### config.mk
export PLATFORM = sky130hd
export DESIGN_NAME = universal_shift_reg
export DESIGN_NICKNAME = d
export VERILOG_FILES = /design/src/rtl/usr_pkg.sv /design/src/rtl/usr_cell.sv /design/src/rtl/universal_shift_reg.sv
export SDC_FILE = /design/constraint.sdc
export NUM_CORES = 1
export LEC_CHECK = 0
export ABC_AREA = 1
export BUFFER_PORTS_ARGS = -buffer_cell sky130_fd_sc_hd__buf_4
export CORE_MARGIN = 10
export CORE_UTILIZATION = 39
export CTS_BUF_LIST = sky130_fd_sc_hd__clkbuf_4
export CTS_CLUSTER_DIAMETER = 120
export DETAILED_ROUTE_END_ITERATION = 7
export SLEW_MARGIN = 20
export SYNTH_ARGS = -nofsm -noshare
export SYNTH_HDL_FRONTEND = slang
export SYNTH_HIERARCHICAL = 1
export SYNTH_SLANG_ARGS = --single-unit
### constraint.sdc
create_clock -name clk -period 4.1 [get_ports clk]
set_clock_uncertainty 0.05 [all_clocks]
set_input_delay 0.41 -clock clk [delete_from_list [all_inputs] [get_ports clk]]
set_output_delay 0.41 -clock clk [all_outputs]
set_load 0.01 [all_outputs]
### src/rtl/usr_pkg.sv
// -----------------------------------------------------------------------------
// usr_pkg
// Shared types and helpers for the universal shift register.
//
// Contents
//   mode_t      : operating modes as presented on the 3-bit mode port
//   state_t     : counted-shift controller states
//   sel_t       : per-bit next-value select used by usr_cell
//   decode_mode : maps the raw 3-bit mode port onto mode_t (6/7 -> HOLD)
//   is_shift    : true for modes allowed to start a counted shift
//   mode_to_sel : maps a mode onto the per-bit mux select
//
// Configuration macro: USR_ROTATE_EN
//   defined   -> ROTL/ROTR rotate and may start a counted shift
//   undefined -> ROTL/ROTR behave as HOLD and cannot start a counted shift
// -----------------------------------------------------------------------------
package usr_pkg;

    typedef enum logic [2:0] {
        MODE_HOLD = 3'd0,
        MODE_LOAD = 3'd1,
        MODE_SHL  = 3'd2,
        MODE_SHR  = 3'd3,
        MODE_ROTL = 3'd4,
        MODE_ROTR = 3'd5
    } mode_t;

    typedef enum logic {
        ST_IDLE = 1'b0,
        ST_RUN  = 1'b1
    } state_t;

    // SEL_FROM_LO: bit i takes bit i-1 (the whole word moves towards the MSB).
    // SEL_FROM_HI: bit i takes bit i+1 (the whole word moves towards the LSB).
    typedef enum logic [1:0] {
        SEL_HOLD    = 2'd0,
        SEL_LOAD    = 2'd1,
        SEL_FROM_LO = 2'd2,
        SEL_FROM_HI = 2'd3
    } sel_t;

    // Codes 6 and 7 are reserved and act as HOLD.
    function automatic mode_t decode_mode(input logic [2:0] raw);
        mode_t m;
        case (raw)
            3'd1:    m = MODE_LOAD;
            3'd2:    m = MODE_SHL;
            3'd3:    m = MODE_SHR;
            3'd4:    m = MODE_ROTL;
            3'd5:    m = MODE_ROTR;
            default: m = MODE_HOLD;
        endcase
        return m;
    endfunction

    function automatic bit is_shift(input mode_t m);
        bit r;
        case (m)
            MODE_SHL,
            MODE_SHR:  r = 1'b1;
`ifdef USR_ROTATE_EN
            MODE_ROTL,
            MODE_ROTR: r = 1'b1;
`endif
            default:   r = 1'b0;
        endcase
        return r;
    endfunction

    // Rotation reuses the shift datapath; only the bit filling the vacated
    // end differs, and that is chosen at the top level.
    function automatic sel_t mode_to_sel(input mode_t m);
        sel_t s;
        case (m)
            MODE_LOAD: s = SEL_LOAD;
            MODE_SHL:  s = SEL_FROM_LO;
            MODE_SHR:  s = SEL_FROM_HI;
`ifdef USR_ROTATE_EN
            MODE_ROTL: s = SEL_FROM_LO;
            MODE_ROTR: s = SEL_FROM_HI;
`endif
            default:   s = SEL_HOLD;
        endcase
        return s;
    endfunction

endpackage

### src/rtl/usr_cell.sv
// -----------------------------------------------------------------------------
// usr_cell
// One bit of the universal shift register: a 4:1 next-value mux feeding an
// asynchronously reset flop.
//
// Ports
//   clk     in  1     rising-edge clock
//   rst     in  1     asynchronous, active-high reset (clears the bit)
//   sel_i   in  sel_t next-value select (hold / load / from lower / from upper)
//   load_i  in  1     parallel-load value for this bit
//   lo_i    in  1     value from the lower neighbour (or serial/rotate fill)
//   hi_i    in  1     value from the upper neighbour (or serial/rotate fill)
//   q_o     out 1     current bit value
// -----------------------------------------------------------------------------
module usr_cell
    import usr_pkg::*;
(
    input  logic clk,
    input  logic rst,
    input  sel_t sel_i,
    input  logic load_i,
    input  logic lo_i,
    input  logic hi_i,
    output logic q_o
);

    logic bit_q;
    logic bit_d;

    always_comb begin
        // NOTE: assign a default before the case so every path drives bit_d
        // and no latch is inferred.
        bit_d = bit_q;
        case (sel_i)
            SEL_LOAD:    bit_d = load_i;
            SEL_FROM_LO: bit_d = lo_i;
            SEL_FROM_HI: bit_d = hi_i;
            default:     bit_d = bit_q;
        endcase
    end

    // NOTE: clocked state uses non-blocking assignments so every flop samples
    // pre-edge values regardless of process ordering.
    always_ff @(posedge clk or posedge rst) begin
        if (rst) begin
            bit_q <= 1'b0;
        end else begin
            bit_q <= bit_d;
        end
    end

    assign q_o = bit_q;

endmodule

### src/rtl/universal_shift_reg.sv
// -----------------------------------------------------------------------------
// universal_shift_reg
// Parametrised universal register: hold, parallel load, shift left/right with
// serial in/out, optional rotate, plus an automatic counted shift for
// serialising words (start + count -> busy, then a one-cycle done pulse).
//
// Parameters
//   WIDTH   register width in bits (>= 2), default 8
//   CNT_W   width of count, $clog2(WIDTH+1); derived, not overridable
//
// Ports
//   clk     in  1      rising-edge clock
//   rst     in  1      asynchronous, active-high reset
//   mode    in  3      0 HOLD, 1 LOAD, 2 SHL, 3 SHR, 4 ROTL, 5 ROTR, 6/7 HOLD
//   p_in    in  WIDTH  parallel load data
//   sin_l   in  1      serial in for SHL, enters bit 0
//   sin_r   in  1      serial in for SHR, enters bit WIDTH-1
//   start   in  1      request a counted shift (sampled only in IDLE)
//   count   in  CNT_W  number of counted shifts
//   p_out   out WIDTH  register contents
//   sout_l  out 1      p_out[WIDTH-1]
//   sout_r  out 1      p_out[0]
//   busy    out 1      high while a counted shift is running
//   done    out 1      one-cycle pulse after a counted shift (or no-op start)
//
// Configuration macro: USR_ROTATE_EN (enables ROTL/ROTR; otherwise they HOLD)
// -----------------------------------------------------------------------------
module universal_shift_reg
    import usr_pkg::*;
#(
    parameter  int WIDTH = 8,
    localparam int CNT_W = $clog2(WIDTH + 1)
) (
    input  logic             clk,
    input  logic             rst,
    input  logic [2:0]       mode,
    input  logic [WIDTH-1:0] p_in,
    input  logic             sin_l,
    input  logic             sin_r,
    input  logic             start,
    input  logic [CNT_W-1:0] count,
    output logic [WIDTH-1:0] p_out,
    output logic             sout_l,
    output logic             sout_r,
    output logic             busy,
    output logic             done
);

    // -------------------------------------------------------------------------
    // Controller state
    // -------------------------------------------------------------------------
    state_t           state_q,    state_d;
    mode_t            run_mode_q, run_mode_d;
    logic [CNT_W-1:0] rem_q,      rem_d;
    logic             done_q,     done_d;

    mode_t            in_mode;
    mode_t            eff_mode;
    sel_t             sel;
    logic             fill_lo;
    logic             fill_hi;
    logic [WIDTH-1:0] reg_q;
    logic [WIDTH-1:0] lo_nb;
    logic [WIDTH-1:0] hi_nb;

    assign in_mode = decode_mode(mode);

    // The mode actually applied to the datapath this edge. A start request in
    // IDLE freezes the register for that edge; in RUN the latched mode wins
    // and the live mode input is ignored.
    always_comb begin
        eff_mode = MODE_HOLD;
        if (state_q == ST_RUN) begin
            eff_mode = run_mode_q;
        end else if (!start) begin
            eff_mode = in_mode;
        end
    end

    assign sel = mode_to_sel(eff_mode);

    // Fill bits for the vacated end: serial inputs for shifts, the opposite
    // end of the word for rotates. sin_l/sin_r stay live during RUN.
    always_comb begin
        fill_lo = sin_l;
        fill_hi = sin_r;
`ifdef USR_ROTATE_EN
        if (eff_mode == MODE_ROTL) begin
            fill_lo = reg_q[WIDTH-1];
        end
        if (eff_mode == MODE_ROTR) begin
            fill_hi = reg_q[0];
        end
`endif
    end

    assign lo_nb = {reg_q[WIDTH-2:0], fill_lo};
    assign hi_nb = {fill_hi, reg_q[WIDTH-1:1]};

    // -------------------------------------------------------------------------
    // Datapath: one cell per bit
    // -------------------------------------------------------------------------
    for (genvar i = 0; i < WIDTH; i++) begin : g_cell
        usr_cell u_cell (
            .clk    (clk),
            .rst    (rst),
            .sel_i  (sel),
            .load_i (p_in[i]),
            .lo_i   (lo_nb[i]),
            .hi_i   (hi_nb[i]),
            .q_o    (reg_q[i])
        );
    end

    // -------------------------------------------------------------------------
    // Counted-shift FSM
    // -------------------------------------------------------------------------
    always_comb begin
        state_d    = state_q;
        run_mode_d = run_mode_q;
        rem_d      = rem_q;
        done_d     = 1'b0;
        case (state_q)
            ST_IDLE: begin
                if (start) begin
                    if (is_shift(in_mode) && (count != '0)) begin
                        state_d    = ST_RUN;
                        run_mode_d = in_mode;
                        rem_d      = count;
                    end else begin
                        // Nothing to shift: acknowledge immediately.
                        done_d = 1'b1;
                    end
                end
            end
            ST_RUN: begin
                rem_d = rem_q - CNT_W'(1);
                if (rem_q == CNT_W'(1)) begin
                    state_d = ST_IDLE;
                    done_d  = 1'b1;
                end
            end
            default: begin
                state_d = ST_IDLE;
            end
        endcase
    end

    always_ff @(posedge clk or posedge rst) begin
        if (rst) begin
            state_q    <= ST_IDLE;
            run_mode_q <= MODE_HOLD;
            rem_q      <= '0;
            done_q     <= 1'b0;
        end else begin
            state_q    <= state_d;
            run_mode_q <= run_mode_d;
            rem_q      <= rem_d;
            done_q     <= done_d;
        end
    end

    // -------------------------------------------------------------------------
    // Outputs (all taken straight from flops)
    // -------------------------------------------------------------------------
    assign p_out  = reg_q;
    assign sout_l = reg_q[WIDTH-1];
    assign sout_r = reg_q[0];
    assign busy   = (state_q == ST_RUN);
    assign done   = done_q;

endmodule

======== After elaboration in Yosys (flattened, before gate mapping) ========
Cells that the tools add are included.
operators by class
  bitwise gates (word level) .............. 1
  muxes and demuxes ....................... 26
  add/subtract/negate cells ............... 1
  equal/unequal tests ..................... 16
  reduce and logical (&&, ||, !) cells .... 6
operators by type and width
  cell                                                                 count
  1-bit one-hot mux with 3 select lines                                8
  3-bit by 2-bit == test with 1-bit output (second input constant)     6
  3-bit one-hot mux with 5 select lines                                1
  1-bit two-way mux                                                    9
  4-bit two-way mux                                                    2
  4-bit one-hot mux with 2 select lines                                1
  3-bit by 1-bit == test with 1-bit output (second input constant)     2
  3-bit == test (second input constant)                                2
  3-bit two-way mux                                                    2
  2-bit one-hot mux with 3 select lines                                1
  2-bit == test (second input constant)                                2
  4-bit by 1-bit == test with 1-bit output (second input constant)     1
  2-bit != test (second input constant)                                2
  1-bit one-hot mux with 2 select lines                                2
  4-bit nonzero test                                                   1
  4-bit by 1-bit subtractor with 4-bit output (second input constant)  1
  3-bit AND reduction                                                  1
  3-bit nonzero test                                                   1
  2-bit by 1-bit == test with 1-bit output (second input constant)     1
  2-bit AND reduction                                                  1
  2-bit OR reduction                                                   1
  1-bit logical AND                                                    1
  1-bit NOT                                                            1
storage, ports and cells
  word-level logic and storage cells ...... 62
  input bits .............................. 20
  bits in registers ....................... 17
  output and inout port bits .............. 12

======== Logic depth before layout (Yosys ltp) ========
Gate-level depths: netlist of run 1.
  depth in word-level cells ............... 11
  depth in mapped cells ................... 9
  mapped depth without buffers ............ 8

======== Hierarchy ========
The synthesis of run 1 kept the hierarchy.
modules (own cells, without submodules)
  module               sequential area each (µm²)  cells an instance  times used  area each (µm²)
  usr_cell             25.0                        15                 8           80.1
  universal_shift_reg  225.2                       77                 1           596.8

======== Worst setup path after synthesis of run 1 ========
No wires, ideal clock.
  path kind ............................... register -> register
  from .................................... reg state_q (netlist: busy)
  to ...................................... reg g_cell[0].u_cell.bit_q
  required time ........................... 3.983 ns
  slack ................................... 2.048 ns
  path buffers ............................ 1
  data arrival time ....................... 1.935 ns
  cell stages (with the launch flop) ...... 9
  clock period less this slack ............ 2.052 ns
  library setup time ...................... 0.067 ns
  path through ............................ dfrtp_1 > buf_6 > nor2_2 > a22oi_1 > nor2_1 > inv_1 > nand2_1 > nand3_1 > nand2_1
on the way
  cells in the longest elaborated chain, start to end .. 5
ends and longest elaborated chain
  what                                                                                                  line                        source
  start, declared                                                                                       universal_shift_reg.sv:52   state_t state_q, state_d;
  start signal, assigned                                                                                universal_shift_reg.sv:156  state_q <= state_d;
  3-bit two-way mux *                                                                                   universal_shift_reg.sv:73   if (state_q == ST_RUN) begin
  3-bit by 2-bit == test with 1-bit output or 3-bit by 1-bit == test with 1-bit output (tied branches)  usr_pkg.sv:74               case (m)
  2-bit one-hot mux with 3 select lines *                                                               usr_pkg.sv:74
  named net sel[0]                                                                                      universal_shift_reg.sv:59   sel_t sel;
  2-bit == test or 2-bit by 1-bit == test with 1-bit output (tied branches)                             usr_cell.sv:34              case (sel_i)
  1-bit one-hot mux with 3 select lines or 3-bit nonzero test (tied branches)                           -
  end signal, assigned                                                                                  usr_cell.sv:48              bit_q <= bit_d;
  end, declared                                                                                         usr_cell.sv:27              logic bit_q;
Mark *: on every way through the listed nets, which the timed path passes. The rest lies on a longest branch.
A chain may end at the register's enable or synchronous reset.

======== Worst setup path in the final report of run 1 ========
  from .................................... reg state_q (netlist: busy)
  to ...................................... reg g_cell[1].u_cell.bit_q
on the way
  cells in the longest elaborated chain, start to end .. 5
ends and longest elaborated chain
  what                                                                                                  line
  3-bit two-way mux *                                                                                   universal_shift_reg.sv:73
  3-bit by 2-bit == test with 1-bit output or 3-bit by 1-bit == test with 1-bit output (tied branches)  usr_pkg.sv:74
  2-bit one-hot mux with 3 select lines *                                                               usr_pkg.sv:74
  named net sel[1]                                                                                      universal_shift_reg.sv:59
  2-bit == test or 2-bit by 1-bit == test with 1-bit output (tied branches)                             usr_cell.sv:34
  1-bit one-hot mux with 3 select lines or 3-bit nonzero test (tied branches)                           -
  end signal, assigned                                                                                  usr_cell.sv:48
  end, declared                                                                                         usr_cell.sv:27
Marks and branches as above.

==> run summary, run 1 <==
Status: finished clean
DRC viols: 0
Dpl hpwl: 2070 µm
Synthesized area: 0.00124 mm²
P per Cell Area: 625 mW/mm²
Number of max-cap violations: 0
Hold Path Class: in2reg
GRT Total Usage: 9.50%
Antenna Cells: 0
Area delta synth->final: 25.0%
Post-CTS Resized: 0
Relative slew margins: 34.2%
CTS root buffer: clkbuf_4
GRT overflow: 0
Ports: 32
Seq cells post-synth: 17
CP startpoint: busy
Rows: 20
Number of buffers created by CTS: 3
Startpoint types: flop
Hold Violations, Final: 0
Worst-margin pin slew: 984 ps
Metal3 WL: 149 µm
Yosys Warn Count: 6
Initial Utilization: 40.5%
Reg-to-reg critical path startpoint: busy
Arrival @ worst endpoint: 2200 ps
Max Slew Vio Count: 0
Tcrit/Tclk final: 50.4%
Critical hold path startpoint: count[3]
Clock Latency Late Sink: 290 ps
CORE AREA: 0.00305 mm²
Global-route wire length before repair: 4800 µm
Metal2 WL: 1240 µm
Setup Fix Bufs, Post-CTS: 0
Placed cell count: 270
WL final: 2700 µm
Post-DRT Antenna Nets: 0
DR top layer: met4
TNS Setup: 0 ps
Vias in the first global route: 1,086
Crit. End Element: flop
Fill cell count: 349
Min Tclk post-route: 2070 ps
Clock slew at reported path FFs: 100 ps
Final cell count without fillers: 275
Post-layout nets: 254
Final setup viols: 0
Via count: 1,133
DR vias/cell: 4.12
CP Max Fanout: 16
Initial antenna violation count: 0
CTS sink cnt: 17
Iter 0 DRT Violations: 50
Critical path type: reg2reg
IO Port Bufs: 31
Hold_buf cts: 1
Max IR drop VDD: 0.000271 V
M1 wire length: 1290 µm
Post-Syn Nets: 219
CTS tree: built
H-tree depth: 1
GP Congestion: 0.742
DIE AREA: 0.00583 mm²
Leakage power: 0.970 nW
RSZ-0062 raised after global routing: no
Mapped Avg Cell Area: 6.28 µm²
Max Clk Rate: 484 MHz
Synthesized instance count: 197
TritonRoute pass-1 iters: 4
WL per Instance: 9.82 µm
CTS Buffer Depth: 2
Layout cells sized above 1: 21.2%
DIE WIDTH: 76.3 µm
Netlist cell types: 19
Register area share after synthesis: 34.4%
Pin count of the biggest net entering global routing: 25
Die height: 76.3 µm
Crit path required time: 4230 ps
## synthesized netlist by cell type (all sizes together)
library cell | n | area, µm²
inv | 66 | 248
nor2 | 10 | 57.6
a22oi | 2 | 15.0
a21oi | 1 | 5.00
o21ai | 3 | 15.0
ha | 2 | 25.0
nand3 | 28 | 160
nand4 | 2 | 12.5
buf | 3 | 26.3
a21boi | 1 | 7.51
nand2 | 62 | 240
dfrtp | 17 | 425
## where the power goes
group	internal [mW]	switching [mW]
Clock	0.0444	0.0530
Sequential	0.243	0.0838
Combinational	0.239	0.303
Total	0.527	0.440
## cell usage in the layout, fill, tap and decap left out, drive strengths merged, types with 2 or more instances in the layout
master,netlist,final
clkbuf,0,4
ha,2,2
nand4,2,2
nand3,28,28
o21ai,3,3
nand2,62,62
nor2,10,10
a22oi,2,2
buf,3,32
inv,66,66
dfrtp,17,17
## registers in the layout, indices dropped and copies added, names as in the netlist
name	flops
busy	1
done	1
rem_q	4
run_mode_q	3
g_cell.u_cell/q_o	8
## critical path, cell delays in order (launching register included)
cell and delay [ps]:
dfrtp_1 560, nor2_2 230, a22oi_1 90, nor2_1 770
inv_1 90, nand3_1 110, nand2_1 50
## routing by layer
metal	vias to the layer above	GRT usage, %
li1	635	-
met1	473	11.1
met2	23	16.0
met3	2	3.89
met4	0	1.67
met5	-	0
## layout make-up
cell class	instances	area (µm²)	share of cell area (%)
Tap cell	44	55.1	3.56
Inverter	66	248	16.0
Sequential cell	17	425	27.5
Timing Repair Buffer	33	250	16.2
Multi-Input combinational cell	111	538	34.8
Clock buffer	4	30.0	1.94
## worst paths after layout
path / endpoint / slack, ps / depth (start not counted)
max: g_cell[1].u_cell/q_o / 2030 / 6
min: rem_q[3] / 340 / 3
max reg2reg: g_cell[1].u_cell/q_o / 2030 / 6
min reg2reg: run_mode_q[2] / 420 / 2
max in group asynchronous: run_mode_q[1] / 3070 / 3
min in group asynchronous: g_cell[6].u_cell/q_o / 510 / 3
## stage by stage
| stage | hold slack, ps | setup slack, ps | utilization (%) | power (mW) | area (µm²) |
|---|---|---|---|---|---|
| 6_report | 342 | 2030 | 50.7 | 0.966 | 1550 |
| 5_1_grt | 363 | 1800 | 50.7 | 1.09 | 1550 |
| 4_1_cts | 336 | 2030 | 50.7 | 0.983 | 1550 |
| 3_5_place_dp | 264 | 2040 | 49.3 | 0.881 | 1510 |
| 3_3_place_gp | 265 | 2070 | 49.3 | 0.879 | 1510 |
| 2_1_floorplan | 88.7 | 2050 | - | 0.707 | 1240 |
## cells by family after synthesis
family	after synthesis	share of synthesized area, %
simple gates	102	38.0
buf+inv	69	22.1
flops	17	34.4
compound gates	7	3.44
fa+ha+maj	2	2.02
(Power assumes the default switching activity.)
==> run 2, diff against run 1 <==
==> constraint.sdc (replaced) <==
create_clock -name clk -period 1.95 [get_ports clk]
set_clock_uncertainty 0.05 [all_clocks]
set_input_delay 0.195 -clock clk [delete_from_list [all_inputs] [get_ports clk]]
set_output_delay 0.195 -clock clk [all_outputs]
set_load 0.01 [all_outputs]
==> run summary, run 2 (synthesis gave the netlist of run 1 again) <==
Leakage power: 0.975 nW (+0.48%)
CORE AREA: 0.00305 mm² (unchanged)
DR vias/cell: 4.21 (+2.2%)
Pre-CTS WS: 332 ps (-1700 ps)
P per Cell Area: 1330 mW/mm² (+110%)
Min Tclk post-route: 1640 ps (-422 ps)
Max Slew Vio Count: 0 (unchanged)
Area delta synth->final: 25.8%
Hold Path Class: in2reg
Status: finished clean
CTS sink cnt: 17 (unchanged)
DIE WIDTH: 76.3 µm (unchanged)
Setup Fix Bufs, Post-CTS: 0 (unchanged)
Rows: 20 (unchanged)
Crit. End Element: flop
GRT Total Usage: 9.69% (+0.19 points)
Number of buffers created by CTS: 3 (unchanged)
Ports: 32 (unchanged)
Startpoint types: flop
Pwr Total: 2.07 mW (+110%)
Max Clk Rate: 608 MHz (+26%)
Max FFs per register: 8 (unchanged)
Post-CTS Resized: 0 (unchanged)
Dpl hpwl: 2130 µm (+2.6%)
Clock slew at reported path FFs: 110 ps (about the same)
Pin count of the biggest net entering global routing: 25 (unchanged)
Iter 0 DRT Violations: 78 (+56%)
Clock Latency Late Sink: 300 ps (about the same)
Worst-margin pin slew: 448 ps (-536 ps)
CTS tree: built
TNS Setup: 0 ps (unchanged)
Critical path type: reg2reg
Setup ws final: 305 ps (-1730 ps)
Crit path required time: 2140 ps (-2090 ps)
Antenna Cells: 0 (unchanged)
DIE AREA: 0.00583 mm² (unchanged)
Post-layout nets: 255 (+0.39%)
Most common cell after layout, fill and taps aside: inv_1
Vias in the first global route: 1,097 (+1.0%)
WL per Instance: 10.1 µm (+2.7%)
DRC viols: 0 (unchanged)
IO Port Bufs: 31 (unchanged)
TritonRoute pass-1 iters: 4 (unchanged)
Die height: 76.3 µm (unchanged)
Initial antenna violation count: 0 (unchanged)
WL final: 2780 µm (+3.0%)
Relative slew margins: 70.2% (+36 points)
Number of max-cap violations: 0 (unchanged)
Initial Utilization: 40.5% (unchanged)
GP Congestion: 0.753 (+1.5%)
CP Max Fanout: 24 (+8)
RSZ-0062 raised after global routing: no
H-tree depth: 1 (unchanged)
Tcrit/Tclk final: 84.4% (+34 points)
Layout cells sized above 1: 22.0% (+0.77 points)
CTS root buffer: clkbuf_4
Post-DRT Antenna Nets: 0 (unchanged)
Via count: 1,162 (+2.6%)
CTS Buffer Depth: 2 (unchanged)
Placed cell count: 271 (+0.37%)
Final setup viols: 0 (unchanged)
GRT overflow: 0 (unchanged)
Fill cell count: 329 (-5.7%)
Max IR drop VDD: 0.000507 V (+87%)
Most frequent cells in the layout: inv_1, nand2_1, buf_4
Final cell count without fillers: 276 (+0.36%)
Arrival @ worst endpoint: 1840 ps (-360 ps)
Global-route wire length before repair: 4880 µm (+1.6%)
Hold Violations, Final: 0 (unchanged)
==> run 2: power by group <==
part           internal, mW  switching, mW  total (mW)
clock                0.0936          0.123       0.216
sequential            0.512          0.176       0.688
combinational         0.511          0.650        1.16
==> run 2: metal layers <==
metal,GRT usage [%],vias up,wire length [µm]
met2,15.8,18,1260
met3,3.42,2,127
met1,12.1,503,1380
met4,1.67,0,14
met5,0,-,0
li1,-,639,-
==> run 2: area by class of cell <==
type	count	area [µm²]	area share (%)
multi-input cells	111	541	34.7
inverters	66	248	15.9
repair buffers	34	258	16.6
clock buffers	4	30.0	1.93
flip-flops and latches	17	425	27.3
well taps	44	55.1	3.54
==> run 2: final timing paths <==
| path | slack, ps | endpoint | startpoint | cells after the start |
|---|---|---|---|---|
| max | 310 | g_cell[6].u_cell/q_o | busy | 8 |
| min reg2reg | 430 | run_mode_q[2] | run_mode_q[2] | 2 |
| max reg2reg | 310 | g_cell[6].u_cell/q_o | busy | 8 |
| max in group asynchronous | 1150 | rem_q[0] | rst | 3 |
| min in group asynchronous | 290 | g_cell[0].u_cell/q_o | rst | 3 |
| min | 130 | rem_q[3] | count[3] | 3 |
==> run 2: repair_timing <==
item,4_1_cts,5_1_grt
hold endpoints to repair,17,0
setup endpoints to repair,0,0
hold buffers,1,0
==> run 2: critical path, stage by stage, from the launching register on <==
cell     delay (ps)
dfrtp_1         560
nor2_2          230
a22oi_1         110
nor2_2          100
buf_4           260
inv_1            80
nand2_1          80
nand3_1          70
nand2_1          60
==> run 2: through the flow <==
stage / util [%] / area [µm²] / hold WS, ps
after floorplan: - / 1240 / -126
after global placement: 49.7 / 1520 / 54.1
after detailed placement: 49.7 / 1520 / 52.2
after CTS: 51.0 / 1560 / 117
after global routing: 51.0 / 1560 / 133
final: 51.0 / 1560 / 128
